### src/rtl/fifo_pkg.sv
// Shared sizing helpers and occupancy-state encoding for param_fifo and its bench.
package fifo_pkg;

  typedef enum logic [1:0] {
    EMPTY,
    PARTIAL,
    FULL
  } occ_state_t;

  function automatic int ptr_w(input int depth);
    return $clog2(depth);
  endfunction

  function automatic int cnt_w(input int depth);
    return $clog2(depth + 1);
  endfunction

endpackage

### src/rtl/fifo_mem.sv
// DEPTH x DATA_WIDTH register array: one synchronous write port, one asynchronous read port.
module fifo_mem
  import fifo_pkg::*;
#(
  parameter  int DATA_WIDTH = 8,
  parameter  int DEPTH      = 4,
  localparam int PTR_W      = ptr_w(DEPTH)
) (
  input  logic                  clk,
  input  logic                  i_we,
  input  logic [PTR_W-1:0]      i_waddr,
  input  logic [DATA_WIDTH-1:0] i_wdata,
  input  logic [PTR_W-1:0]      i_raddr,
  output logic [DATA_WIDTH-1:0] o_rdata
);

  logic [DATA_WIDTH-1:0] r_mem [DEPTH];

  always_ff @(posedge clk) begin
    if (i_we) r_mem[i_waddr] <= i_wdata;
  end

  assign o_rdata = r_mem[i_raddr];

endmodule

### src/rtl/param_fifo.sv
// Parametrised synchronous FIFO: pointers, occupancy, registered status flags and sticky error
// around a fifo_mem storage array; data_out is first-word fall-through.
module param_fifo
  import fifo_pkg::*;
#(
  parameter  int DATA_WIDTH = 8,
  parameter  int DEPTH      = 4,
  parameter  int AF_LEVEL   = DEPTH - 1,
  parameter  int AE_LEVEL   = 1,
  localparam int PTR_W      = ptr_w(DEPTH),
  localparam int CNT_W      = cnt_w(DEPTH)
) (
  input  logic                  clk,
  input  logic                  rst,
  input  logic [DATA_WIDTH-1:0] data_in,
  input  logic                  data_in_valid,
  input  logic                  pop_fifo,
  output logic [DATA_WIDTH-1:0] data_out,
  output logic                  fifo_empty,
  output logic                  fifo_full,
  output logic                  almost_full,
  output logic                  almost_empty,
  output logic [CNT_W-1:0]      count,
  output logic                  err
);

  if ((DEPTH < 2) || ((DEPTH & (DEPTH - 1)) != 0)) begin : g_bad_depth
    $fatal(1, "param_fifo: DEPTH must be a power of two >= 2");
  end
  if (!((AE_LEVEL >= 0) && (AE_LEVEL < AF_LEVEL) && (AF_LEVEL <= DEPTH))) begin : g_bad_levels
    $fatal(1, "param_fifo: need 0 <= AE_LEVEL < AF_LEVEL <= DEPTH");
  end

  localparam logic [CNT_W-1:0] DEPTH_C = CNT_W'(DEPTH);
  localparam logic [CNT_W-1:0] AF_C    = CNT_W'(AF_LEVEL);
  localparam logic [CNT_W-1:0] AE_C    = CNT_W'(AE_LEVEL);

  occ_state_t            r_state, w_state_nxt;
  logic [PTR_W-1:0]      r_wp, r_rp;
  logic [CNT_W-1:0]      r_count, w_cnt_nxt;
  logic                  r_af, r_ae, r_err;
  logic                  w_empty, w_full, w_push_ok, w_pop_ok, w_err_nxt;
  logic [DATA_WIDTH-1:0] w_rdata;

  assign w_empty = (r_state == EMPTY);
  assign w_full  = (r_state == FULL);

  always_comb begin
    w_push_ok   = data_in_valid & ~w_full;
    w_pop_ok    = pop_fifo & ~w_empty;
    w_cnt_nxt   = r_count;
    w_state_nxt = r_state;
    if (w_push_ok && !w_pop_ok)      w_cnt_nxt = r_count + 1'b1;
    else if (w_pop_ok && !w_push_ok) w_cnt_nxt = r_count - 1'b1;
    // A pop on an empty FIFO is only an underflow when no push arrives with it;
    // the pop is then simply absorbed and the pushed word stays.
    w_err_nxt = r_err | (data_in_valid & w_full) | (pop_fifo & w_empty & ~data_in_valid);
    unique case (r_state)
      EMPTY:   if (w_push_ok) w_state_nxt = PARTIAL;
      PARTIAL: begin
        if (w_cnt_nxt == DEPTH_C)   w_state_nxt = FULL;
        else if (w_cnt_nxt == '0)   w_state_nxt = EMPTY;
      end
      FULL:    if (w_pop_ok) w_state_nxt = PARTIAL;
      default: w_state_nxt = EMPTY;
    endcase
  end

  always_ff @(posedge clk) begin
    if (rst) begin
      r_state <= EMPTY;
      r_wp    <= '0;
      r_rp    <= '0;
      r_count <= '0;
      r_af    <= 1'b0;
      r_ae    <= 1'b1;
      r_err   <= 1'b0;
    end else begin
      r_state <= w_state_nxt;
      r_count <= w_cnt_nxt;
      r_af    <= (w_cnt_nxt >= AF_C);
      r_ae    <= (w_cnt_nxt <= AE_C);
      r_err   <= w_err_nxt;
      if (w_push_ok) r_wp <= r_wp + 1'b1;
      if (w_pop_ok)  r_rp <= r_rp + 1'b1;
    end
  end

  fifo_mem #(
    .DATA_WIDTH(DATA_WIDTH),
    .DEPTH     (DEPTH)
  ) u_mem (
    .clk    (clk),
    .i_we   (w_push_ok & ~rst),
    .i_waddr(r_wp),
    .i_wdata(data_in),
    .i_raddr(r_rp),
    .o_rdata(w_rdata)
  );

  assign data_out     = w_empty ? '0 : w_rdata;
  assign fifo_empty   = w_empty;
  assign fifo_full    = w_full;
  assign almost_full  = r_af;
  assign almost_empty = r_ae;
  assign count        = r_count;
  assign err          = r_err;

endmodule

### config.mk
export PLATFORM = sky130hd
export DESIGN_NAME = param_fifo
export DESIGN_NICKNAME = d
export VERILOG_FILES = /design/src/rtl/fifo_pkg.sv /design/src/rtl/fifo_mem.sv /design/src/rtl/param_fifo.sv
export SDC_FILE = /design/constraint.sdc
export NUM_CORES = 1
export LEC_CHECK = 0
export ABC_AREA = 1
export BUFFER_PORTS_ARGS = -buffer_cell sky130_fd_sc_hd__buf_2
export CORE_ASPECT_RATIO = 0.75
export CORE_MARGIN = 2
export CORE_UTILIZATION = 45
export CTS_BUF_LIST = sky130_fd_sc_hd__clkbuf_4
export CTS_CLUSTER_DIAMETER = 60
export CTS_CLUSTER_SIZE = 24
export DETAILED_ROUTE_END_ITERATION = 6
export HOLD_SLACK_MARGIN = 0.1
export MAX_ROUTING_LAYER = met4
export PLACE_DENSITY = 0.66
export SYNTH_ARGS = -nofsm -noshare
export SYNTH_HDL_FRONTEND = slang
export SYNTH_SLANG_ARGS = --single-unit
export TNS_END_PERCENT = 20
### constraint.sdc
create_clock -name clk -period 4.01 [get_ports clk]
set_input_delay 0.401 -clock clk [delete_from_list [all_inputs] [get_ports clk]]
set_output_delay 0.401 -clock clk [all_outputs]
set_load 0.02 [all_outputs]
* Word-level counts from Yosys, hierarchy flattened
Memory sizes are Yosys's and may differ from the RTL's. A register that Yosys moved wholly into a read port is not among the register bits.
Index checks and enable logic that the tools add are counted.
** Cells by class
- Add/subtract/negate cells :: 4
- Order comparisons :: 2
- Eq/ne operators :: 6
- Mux-type cells :: 12
- Bitwise operators :: 12
- Reductions and logical operators :: 7
** Operators by type and width (count)
- 2-to-1 mux 2 bit :: 6
- 2-to-1 mux 8 bit :: 1
- AND 1 bit :: 6
- 2-to-1 mux 3 bit :: 2
- one-hot mux 2 bit (3 select lines) :: 1
- adder 2 x 1 -> 2 bit, second input constant :: 2
- inequality test 2 x 1 -> 1 bit, second input constant :: 2
- inverter 1 bit :: 4
- adder 3 x 1 -> 3 bit, second input constant :: 1
- equality test 3 bit, second input constant :: 1
- >= comparator 3 x 2 -> 1 bit, second input constant :: 1
- less-or-equal comparator 3 x 1 -> 1 bit, second input constant :: 1
- zero test 3 bit :: 1
- inequality test 3 bit, second input constant :: 1
- AND reduction 3 bit :: 1
- subtractor 3 x 1 -> 3 bit, second input constant :: 1
- equality test 2 x 1 -> 1 bit, second input constant :: 1
- equality test 2 bit, second input constant :: 1
- logical AND 1 bit :: 2
- zero test 1 bit :: 2
- zero test 2 bit :: 1
- 2-to-1 mux 1 bit :: 2
- OR 1 bit :: 2
** Storage, ports and cells
- Bits in registers :: 12
- RAM bits :: 32
- Input bits :: 12
- Output and inout bits :: 16
- Memories :: 1
** Memories
- u_mem.r_mem :: words 4, bits a word 8, rd ports 1, clocked after Yosys merged registers in 1, wr ports 1, line fifo_mem.sv:17 : logic [DATA_WIDTH-1:0] r_mem [DEPTH];

* Depth between registers and ports, before layout
Gate-level depths: netlist of run 1.
- Depth in word-level cells :: 11
- Gate-level depth with buffers :: 12
- Mapped depth without buffers :: 12

* Hierarchy
Synthesis of run 1 repeated with hierarchy kept, for this count alone.
** Unflattened totals
- Cells, all modules :: 233
- Area, all modules :: 2078.2 um^2
** Modules (own cells, without submodules)
- fifo_mem :: instances 1, cells each 133, area each 1387.6 um^2, sequential area each 960.9 um^2
- param_fifo :: instances 1, cells each 100, area each 690.7 um^2, sequential area each 240.2 um^2

* Worst setup path before layout of run 1
No wires, ideal clock.
- Path type :: flip-flop to output port
- From :: reg with a tool-made name
- To :: out data_out[5]
- Arrival time :: 1306 ps
- Setup slack :: 2303 ps
- Stages on the path, launching flop included :: 7
- Buffers on the path :: 2
- Cells stage by stage :: dfxtp_1 -> clkbuf_1 -> buf_2 -> nor2_1 -> nor2_1 -> o21ai_1 -> a21oi_1
** RTL lines
- to (decl) :: line param_fifo.sv:18 : output logic [DATA_WIDTH-1:0] data_out,

==> results of run 1 <==
[registers in the layout, indices dropped and copies added, names as in the netlist, named ones only]
register,count
r_wp,2
almost_empty,1
err,1
r_rp,2
almost_full,1
r_state,2
count,3
u_mem.r_mem,32
[worst max-delay path, stage by stage, from the launching register on]
cell     delay [ns]
dfxtp_1        0.72
inv_2          0.25
o21ai_0        0.26
a21oi_1        0.09
buf_2          0.17
[cell type report]
| type | instances | area [µm²] | share of cell area [%] |
|---|---|---|---|
| Clock buffer | 5 | 37.5 | 1.67 |
| Clock inverter | 3 | 21.3 | 0.948 |
| Inverter | 21 | 78.8 | 3.51 |
| Multi-Input combinational cell | 125 | 661 | 29.4 |
| Sequential cell | 46 | 1240 | 55.3 |
| Tap cell | 55 | 68.8 | 3.07 |
| Timing Repair Buffer | 27 | 135 | 6.02 |
[cells by family (layout without fill, tap and decap cells)]
family	count (synthesis)	in the layout	share of synthesized area [%]
DFF	46	46	62.0
xor gates and xnor gates	2	2	0.876
adders and majority gates	6	6	3.75
buffers and inverters	26	56	4.94
and+or+nand+nor	79	79	18.4
AOI/OAI and AO/OA	38	38	9.94
[per-stage QoR]
step | worst slack, ns | power [mW] | utilization [%] | cell area (µm²) | hold slack [ns]
after floorplan | 2.30 | 0.676 | - | 2000 | 0.444
after global placement | 2.09 | 0.724 | 52.6 | 2180 | 0.459
after detailed placement | 2.06 | 0.725 | 52.6 | 2180 | 0.466
after CTS | 1.73 | 0.936 | 54.0 | 2240 | 0.243
after global routing | 1.59 | 0.976 | 54.0 | 2240 | 0.243
final | 1.76 | 0.926 | 54.0 | 2240 | 0.250
[layer usage]
layer,wire [µm],track usage (%)
met2,1600,25.1
met4,44,6.54
met1,1780,21.9
met3,142,4.34
met5,0,-
[report_power, final]
part           switching, mW  internal (mW)
logic                  0.111         0.0544
registers             0.0170          0.531
clock network          0.145         0.0683
[cells in the mapped netlist (all sizes together)]
cell,n
buf,2
ha,6
a31oi,1
o21ai,20
nor2,45
nand2,29
inv,21
xor2,2
clkbuf,3
dfxtp,14
nand3,5
a21oi,17
edfxtp,32
[path summary, 6_finish.rpt]
kind,slack (ns),depth (start not counted),end,start
setup reg to reg,2.12,4,u_mem.r_mem[3][5],r_state[0]
hold / removal,0.25,1,u_mem.r_mem[0][6],data_in[6]
hold reg to reg,0.48,2,err,err
setup / recovery,1.76,4,data_out[7],flip-flop
==> impl_metrics.ini, run 1 <==
[sta]
fmax_mhz = 444
period_share_pct = 56.2
finClkSkew_ns = 0.0203
setup_violations = 0
slew_viol_final = 0
rsz0062_at_grt = false
fin_setup_tns_ns = 0
final-hold-violation-count = 0
worst_pin_slew_ns = 0.777
period_minus_slack_ns = 2.25
max_slew_margin_pct = 48.0

[cts]
cts_setup_buffers = 0
clkLatencyLatePin_ns = 0.36
clkTransAtPathRegs_ns = 0.14
ctsHoldBuffers = 0
cts_sinks = 46
root_buffer = clkbuf_4
cts_tree = yes
cts_resized = 0
cts.path.max_buffers = 2
cts_buffers = 5
htreeDepth = 2

[grt]
grt_max_degree = 18
grt_pass1_wl_um = 5770
grt_antenna_before_repair = 0
track_usage_pct = 16.7
grt_pass1_vias = 1244
grt.overflow.total = 0

[floorplan]
top_level_ports = 28
rows = 20
die-area_um2 = 5000
coreArea_um2 = 4150
initial_utilization_pct = 48.2
die_w_um = 81.0
die_y_um = 61.7

[final_layout]
layout_common_cells = nor2_1 (42), edfxtp_1 (32), buf_2 (27), nand2_1 (21)
syn2layout_area_growth_pct = 12.1
antenna_cells_inserted = 0
fin_nets = 244
layout_commonest_cell = nor2_1
final.fill_count = 392
drive_above_1_share_pct = 22.5
fin_cells = 282

[worst_setup_path]
endpoint_kind = primary output
critPathMaxFanout = 17
cp-start-kind = flip-flop
required_ns = 3.61
crit_arrival_ns = 1.85
crit_type = flip-flop to primary output

[place]
dp_cells = 274
hpwl_um = 2540
port_buffers = 27
gp_congestion = 0.716

[yosys]
syn_inst = 197
netlist_area_um2 = 2000
ys_seq_area_share_pct = 62.0
synth_area_per_cell_um2 = 10.2
synth_area_leaders = edfxtp_1 (48%), dfxtp_1 (14%), nor2_1 (7.9%)
yosysUniqueCellTypes = 23
synth_nets = 215
synth_area_leader_cell = edfxtp_1
synth_seq_cells = 46
yosys.area.top_type_share_pct = 48.0
yosys_warnings = 0

[detailed_routing]
wl_per_cell_um = 12.6
ant_nets = 0
drt_iter0_drc = 99
drtPass1Iterations = 4
drc_errors = 0
routed_via_density = 4.80
finalWirelength_um = 3570
vias = 1353

[power_and_ir_drop]
power_density_nw_per_um2 = 413
irDropWorstVdd_uv = 213
leakage_nw = 0.944

[run]
cap_violations = 0

[min_path]
hp-class = input pin to flip-flop

[outcome]
status = completed
No activity file was read; power rests on OpenSTA's default activity.
==> inputs of run 2 (changes only) <==
Clock period 4.01 ns to 2.1 ns, I/O delays scaled along.
==> impl_metrics.ini, run 2 (synthesis results as in run 1) <==
[sta]
setup_violations = 0
final-hold-violation-count = 0
max_slew_margin_pct = 75.3
fin_ws_ns = 0.242
slew_viol_final = 0
fmax_mhz = 538
rsz0062_at_grt = false
period_share_pct = 88.5
worst_pin_slew_ns = 0.369
holdWs_ns = 0.106
period_minus_slack_ns = 1.86
finClkSkew_ns = 0.00903
fin_setup_tns_ns = 0

[cts]
cts_sinks = 46
cts.path.max_buffers = 2
cts_tree = yes
cts_setup_buffers = 0
cts_resized = 0
ctsHoldBuffers = 8
clkTransAtPathRegs_ns = 0.13
clkLatencyLatePin_ns = 0.36
root_buffer = clkbuf_4
htreeDepth = 2
cts_buffers = 5

[final_layout]
syn2layout_area_growth_pct = 19.6
antenna_cells_inserted = 0
layout_commonest_cell = nor2_1
top_register = u_mem.r_mem
final_cell_area_um2 = 2390
drive_above_1_share_pct = 23.7
largest_register_ffs = 32
fin_nets = 258
layout_common_cells = nor2_1 (42), edfxtp_1 (32), buf_2 (27), nand2_1 (21)

[detailed_routing]
drt_iter0_drc = 82
ant_nets = 0
routed_via_density = 4.72
finalWirelength_um = 3740
drc_errors = 0
wl_per_cell_um = 12.6
drtPass1Iterations = 4
vias = 1397

[power_and_ir_drop]
power_density_nw_per_um2 = 802
leakage_nw = 1.02
irDropWorstVdd_uv = 528
combPwrFrac_pct = 17.9
p_clk_share_pct = 27.8
seqPwrFrac_pct = 54.3
p_int_mw = 1.38
switching_power_mw = 0.534
p_sw_share_pct = 27.8

[min_path]
whs_path_depth = 2
hp-start = rst
hold_path_end = r_state[1]
hp-class = input pin to flip-flop

[worst_setup_path]
crit_chain = buf_4 -> nor2_1 -> nor2_1 -> o21ai_0 -> a21oi_1 -> buf_2
required_ns = 1.89
worst-r2r-setup-slack_ns = 0.61
max_stage_delay_ns = 0.49
reg2reg_depth = 5
crit_top_cell = nor2_1
cp_num_buf_inv = 2
path_delay_family = flip-flops
crit_type = flip-flop to primary output
r2r-start = r_state[0]
crit_slowest_cell = dfxtp_1
critPathMaxFanout = 10
r2r-end = u_mem.r_mem[0][1]
cp-start-kind = flip-flop
endpoint_kind = primary output
crit_arrival_ns = 1.65

[floorplan]
rows = 20
die_w_um = 81.0
top_level_ports = 28
die-area_um2 = 5000
die_y_um = 61.7
coreArea_um2 = 4150
initial_utilization_pct = 48.2

[outcome]
status = completed

[place]
dp_slack_ns = 0.605
gp_congestion = 0.785
place_area_um2 = 2230
port_buffers = 27
hpwl_um = 2640

[grt]
grt_max_degree = 17
grt_antenna_before_repair = 0
grt_pass1_vias = 1270
grt.overflow.total = 0
grt_pass1_wl_um = 6120
track_usage_pct = 18.0

[run]
cap_violations = 0
[run 2: changes by cell type in the layout (fill, tap and decap cells not counted)]
cell           before  now
buf_4               0    6
bufinv_16           0    1
clkinv_2            1    0
clkinv_4            1    0
clkinvlp_4          1    2
dlygate4sd3_1       0    8
[run 2: per-layer routing]
layer | vias to the layer above | GRT usage, % | share of wire, %
li1 | 733 | - | -
met1 | 630 | 25.7 | 51
met2 | 26 | 24.9 | 41
met3 | 8 | 4.34 | 5.4
met4 | 0 | 7.26 | 1.6
met5 | - | - | 0
[run 2: worst max path at each step]
stage | from | endpoint | slack, ns | cells past startpoint
after CTS | flip-flop | data_out[0] | 0.23 | 6
after floorplan | r_state[0] | u_mem.r_mem[0][0] | 0.57 | 4
final | flip-flop | data_out[7] | 0.24 | 6
after global placement | r_state[0] | u_mem.r_mem[1][1] | 0.66 | 5
after detailed placement | r_state[0] | u_mem.r_mem[0][6] | 0.61 | 5
after global routing | flip-flop | data_out[0] | 0.09 | 6
[run 2: final cells by class]
cell class	instances	area, µm²
flip-flops and latches	46	1240
fillers	374	1760
well taps	55	68.8
clock inverters	3	45.0
clock buffers	5	37.5
multi-input cells	125	661
inverters	21	78.8
repair buffers	41	260
[run 2: power by group through the flow]
stage          Clock [mW]  Combinational [mW]  Sequential, mW
5_1_grt             0.583               0.392            1.05
3_3_place_gp            0               0.330            1.06
6_report            0.533               0.344            1.04
4_1_cts             0.544               0.347            1.04
2_1_floorplan           0               0.210            1.08
3_5_place_dp            0               0.334            1.06
[run 2: metrics by stage]
step / util (%) / total power [mW] / cells
floorplan: - / 1.29 / 197
global placement: 53.7 / 1.39 / 280
detailed placement: 53.7 / 1.40 / 280
CTS: 57.6 / 1.93 / 296
global route: 57.6 / 2.02 / 296
finish: 57.6 / 1.92 / 296
==> inputs of run 3 (changes only) <==
Settings changed: ABC_AREA 1 to not set.
==> impl_metrics.ini, run 3 <==
[floorplan]
initial_utilization_pct = 46.3
die_w_um = 81.8
coreArea_um2 = 4410
top_level_ports = 28
rows = 21
die_y_um = 62.3
die-area_um2 = 5100

[sta]
rsz0062_at_grt = false
fmax_mhz = 521
max_slew_margin_pct = 69.4
final-hold-violation-count = 0
holdWs_ns = 0.165
period_minus_slack_ns = 1.92
fin_setup_tns_ns = 0
setup_violations = 0
worst_pin_slew_ns = 0.458
finClkSkew_ns = 0.0161
period_share_pct = 91.4
slew_viol_final = 0

[detailed_routing]
drtPass1Iterations = 4
ant_nets = 0
routed_via_density = 5.31
drt_iter0_drc = 110
vias = 1318
wl_per_cell_um = 15.0
finalWirelength_um = 3710
drc_errors = 0

[final_layout]
drive_above_1_share_pct = 25.1
fin_cells = 248
antenna_cells_inserted = 0
largest_register_ffs = 32
syn2layout_area_growth_pct = 15.6
layout_commonest_cell = edfxtp_1
fin_nets = 208
layout_common_cells = edfxtp_1 (32), buf_2 (27), nor2_1 (16), dfxtp_1 (14), nor2b_1 (10)
top_register = u_mem.r_mem

[outcome]
status = completed

[grt]
grt-busiest-layer = met2
grt_pass1_wl_um = 6030
gr-usage-met3_pct = 6.40
grt_antenna_before_repair = 0
gr-usage-met1_pct = 20.4
track_usage_pct = 16.8
grt.overflow.total = 0
grt_pass1_vias = 1279
grt_util_met2_pct = 25.9
grt_max_degree = 18

[place]
hpwl_um = 2610
port_buffers = 27
gp_congestion = 0.898
dp_cells = 232

[yosys]
netlist_area_um2 = 2040
synth_area_leaders = edfxtp_1 (47%), dfxtp_1 (14%), mux4_2 (8.8%)
synth_common_cells = edfxtp_1 (32), nor2_1 (16), dfxtp_1 (14), nor2b_1 (10), inv_1 (9)
yosysMostFrequentCell = edfxtp_1
async_reset_ff_share_pct = 0
synth_seq_cells = 46
synthFlopType = edfxtp_1
synth_nets = 170
yosysUniqueCellTypes = 32
syn_inst = 152
synth_edf_count = 32
yosys_warnings = 0
synth_area_per_cell_um2 = 13.4
yosys.area.top_type_share_pct = 47.1
ys_seq_area_share_pct = 60.8
synth_area_leader_cell = edfxtp_1

[worst_setup_path]
max_stage_delay_ns = 0.51
path_delay_family = multiplexers
crit_slowest_cell = mux4_2
crit_arrival_ns = 1.71
cp_num_buf_inv = 2
cp-start-kind = flip-flop
crit_type = flip-flop to primary output
required_ns = 1.89
critPathMaxFanout = 4
crit_chain = buf_4 -> mux4_2 -> nor2b_1 -> buf_2
endpoint_kind = primary output

[cts]
cts.path.max_buffers = 2
root_buffer = clkbuf_4
cts_tree = yes
cts_sinks = 46
htreeDepth = 2
clkTransAtPathRegs_ns = 0.15
cts_buffers = 5
clkLatencyLatePin_ns = 0.38
cts_resized = 0
cts_setup_buffers = 0

[power_and_ir_drop]
leakage_nw = 0.887
p_clk_share_pct = 23.0
p_sw_share_pct = 30.6
total_power_mw = 1.93
combPwrFrac_pct = 21.8
p_int_mw = 1.34
power_density_nw_per_um2 = 819
irDropWorstVdd_uv = 507
seqPwrFrac_pct = 55.2
switching_power_mw = 0.591

[run]
cap_violations = 0

[min_path]
hp-class = input pin to flip-flop
## run 3: cell types whose count changed after synthesis, moves of 4 or more
cell,change
nor2_1,-26
o21ai_0,-15
nand2_1,-13
a21oi_1,-10
inv_1,-10
nor2b_1,+10
mux4_2,+8
nand2_2,-5
and2_1,+4
mux2i_1,+4
o211ai_1,+4
## run 3: metrics by stage
step	utilization, %	cell area (µm²)	worst slack, ns
floorplan	-	2040	0.306
detailed placement	50.3	2220	0.259
CTS	53.5	2360	0.160
finish	53.5	2360	0.181
global placement	50.3	2220	0.384
global route	53.5	2360	0.0860
## run 3: worst paths after layout
kind / start / slack, ns / depth (start not counted) / endpoint
worst max-delay path: flip-flop / 0.18 / 4 / data_out[2]
worst min-delay path: rst / 0.17 / 2 / r_rp[1]
worst max register to register: count[0] / 0.20 / 7 / r_state[0]
worst min register to register: err / 0.49 / 2 / err
## run 3: worst reg2reg max path: stages (launching register included)
cell,delay (ns)
dfxtp_1,0.43
inv_1,0.10
ha_1,0.39
or2b_1,0.15
o221ai_1,0.13
a32oi_1,0.28
nand2_1,0.10
a221oi_2,0.24
## run 3: cell type report
class | instances | area, µm²
Multi-Input combinational cell | 89 | 707
Tap cell | 57 | 71.3
Clock buffer | 5 | 37.5
Inverter | 9 | 33.8
Clock inverter | 3 | 25.0
Fill cell | 379 | 2050
Timing Repair Buffer | 39 | 245
Sequential cell | 46 | 1240
## run 3: cells by family after synthesis
| group | synth area share, % |
|---|---|
| AOI/OAI and AO/OA | 7.60 |
| xor gates and xnor gates | 2.14 |
| adders and majority gates | 3.68 |
| buffers and inverters | 4.60 |
| DFF | 60.8 |
| muxes | 10.8 |
| and+or+nand+nor | 10.4 |
## run 3: metal layers
metal / wire length (µm) / share of wire, % / vias to the layer above
li1: - / - / 624
met1: 1590 / 43 / 647
met2: 1810 / 49 / 40
met3: 247 / 6.7 / 7
met4: 60 / 1.6 / 0
met5: 0 / 0 / -
## run 3: timing repair
item	CTS	global route
hold buffers	8	0
endpoints found under the hold margin	32	0
endpoints found under the setup margin	0	0
## run 3: power by group through the flow
stage	clock [mW]	combinational, mW	sequential, mW
2_1_floorplan	0	0.271	1.10
3_3_place_gp	0	0.395	1.08
3_5_place_dp	0	0.411	1.09
4_1_cts	0.454	0.425	1.07
5_1_grt	0.491	0.462	1.08
6_report	0.445	0.422	1.07
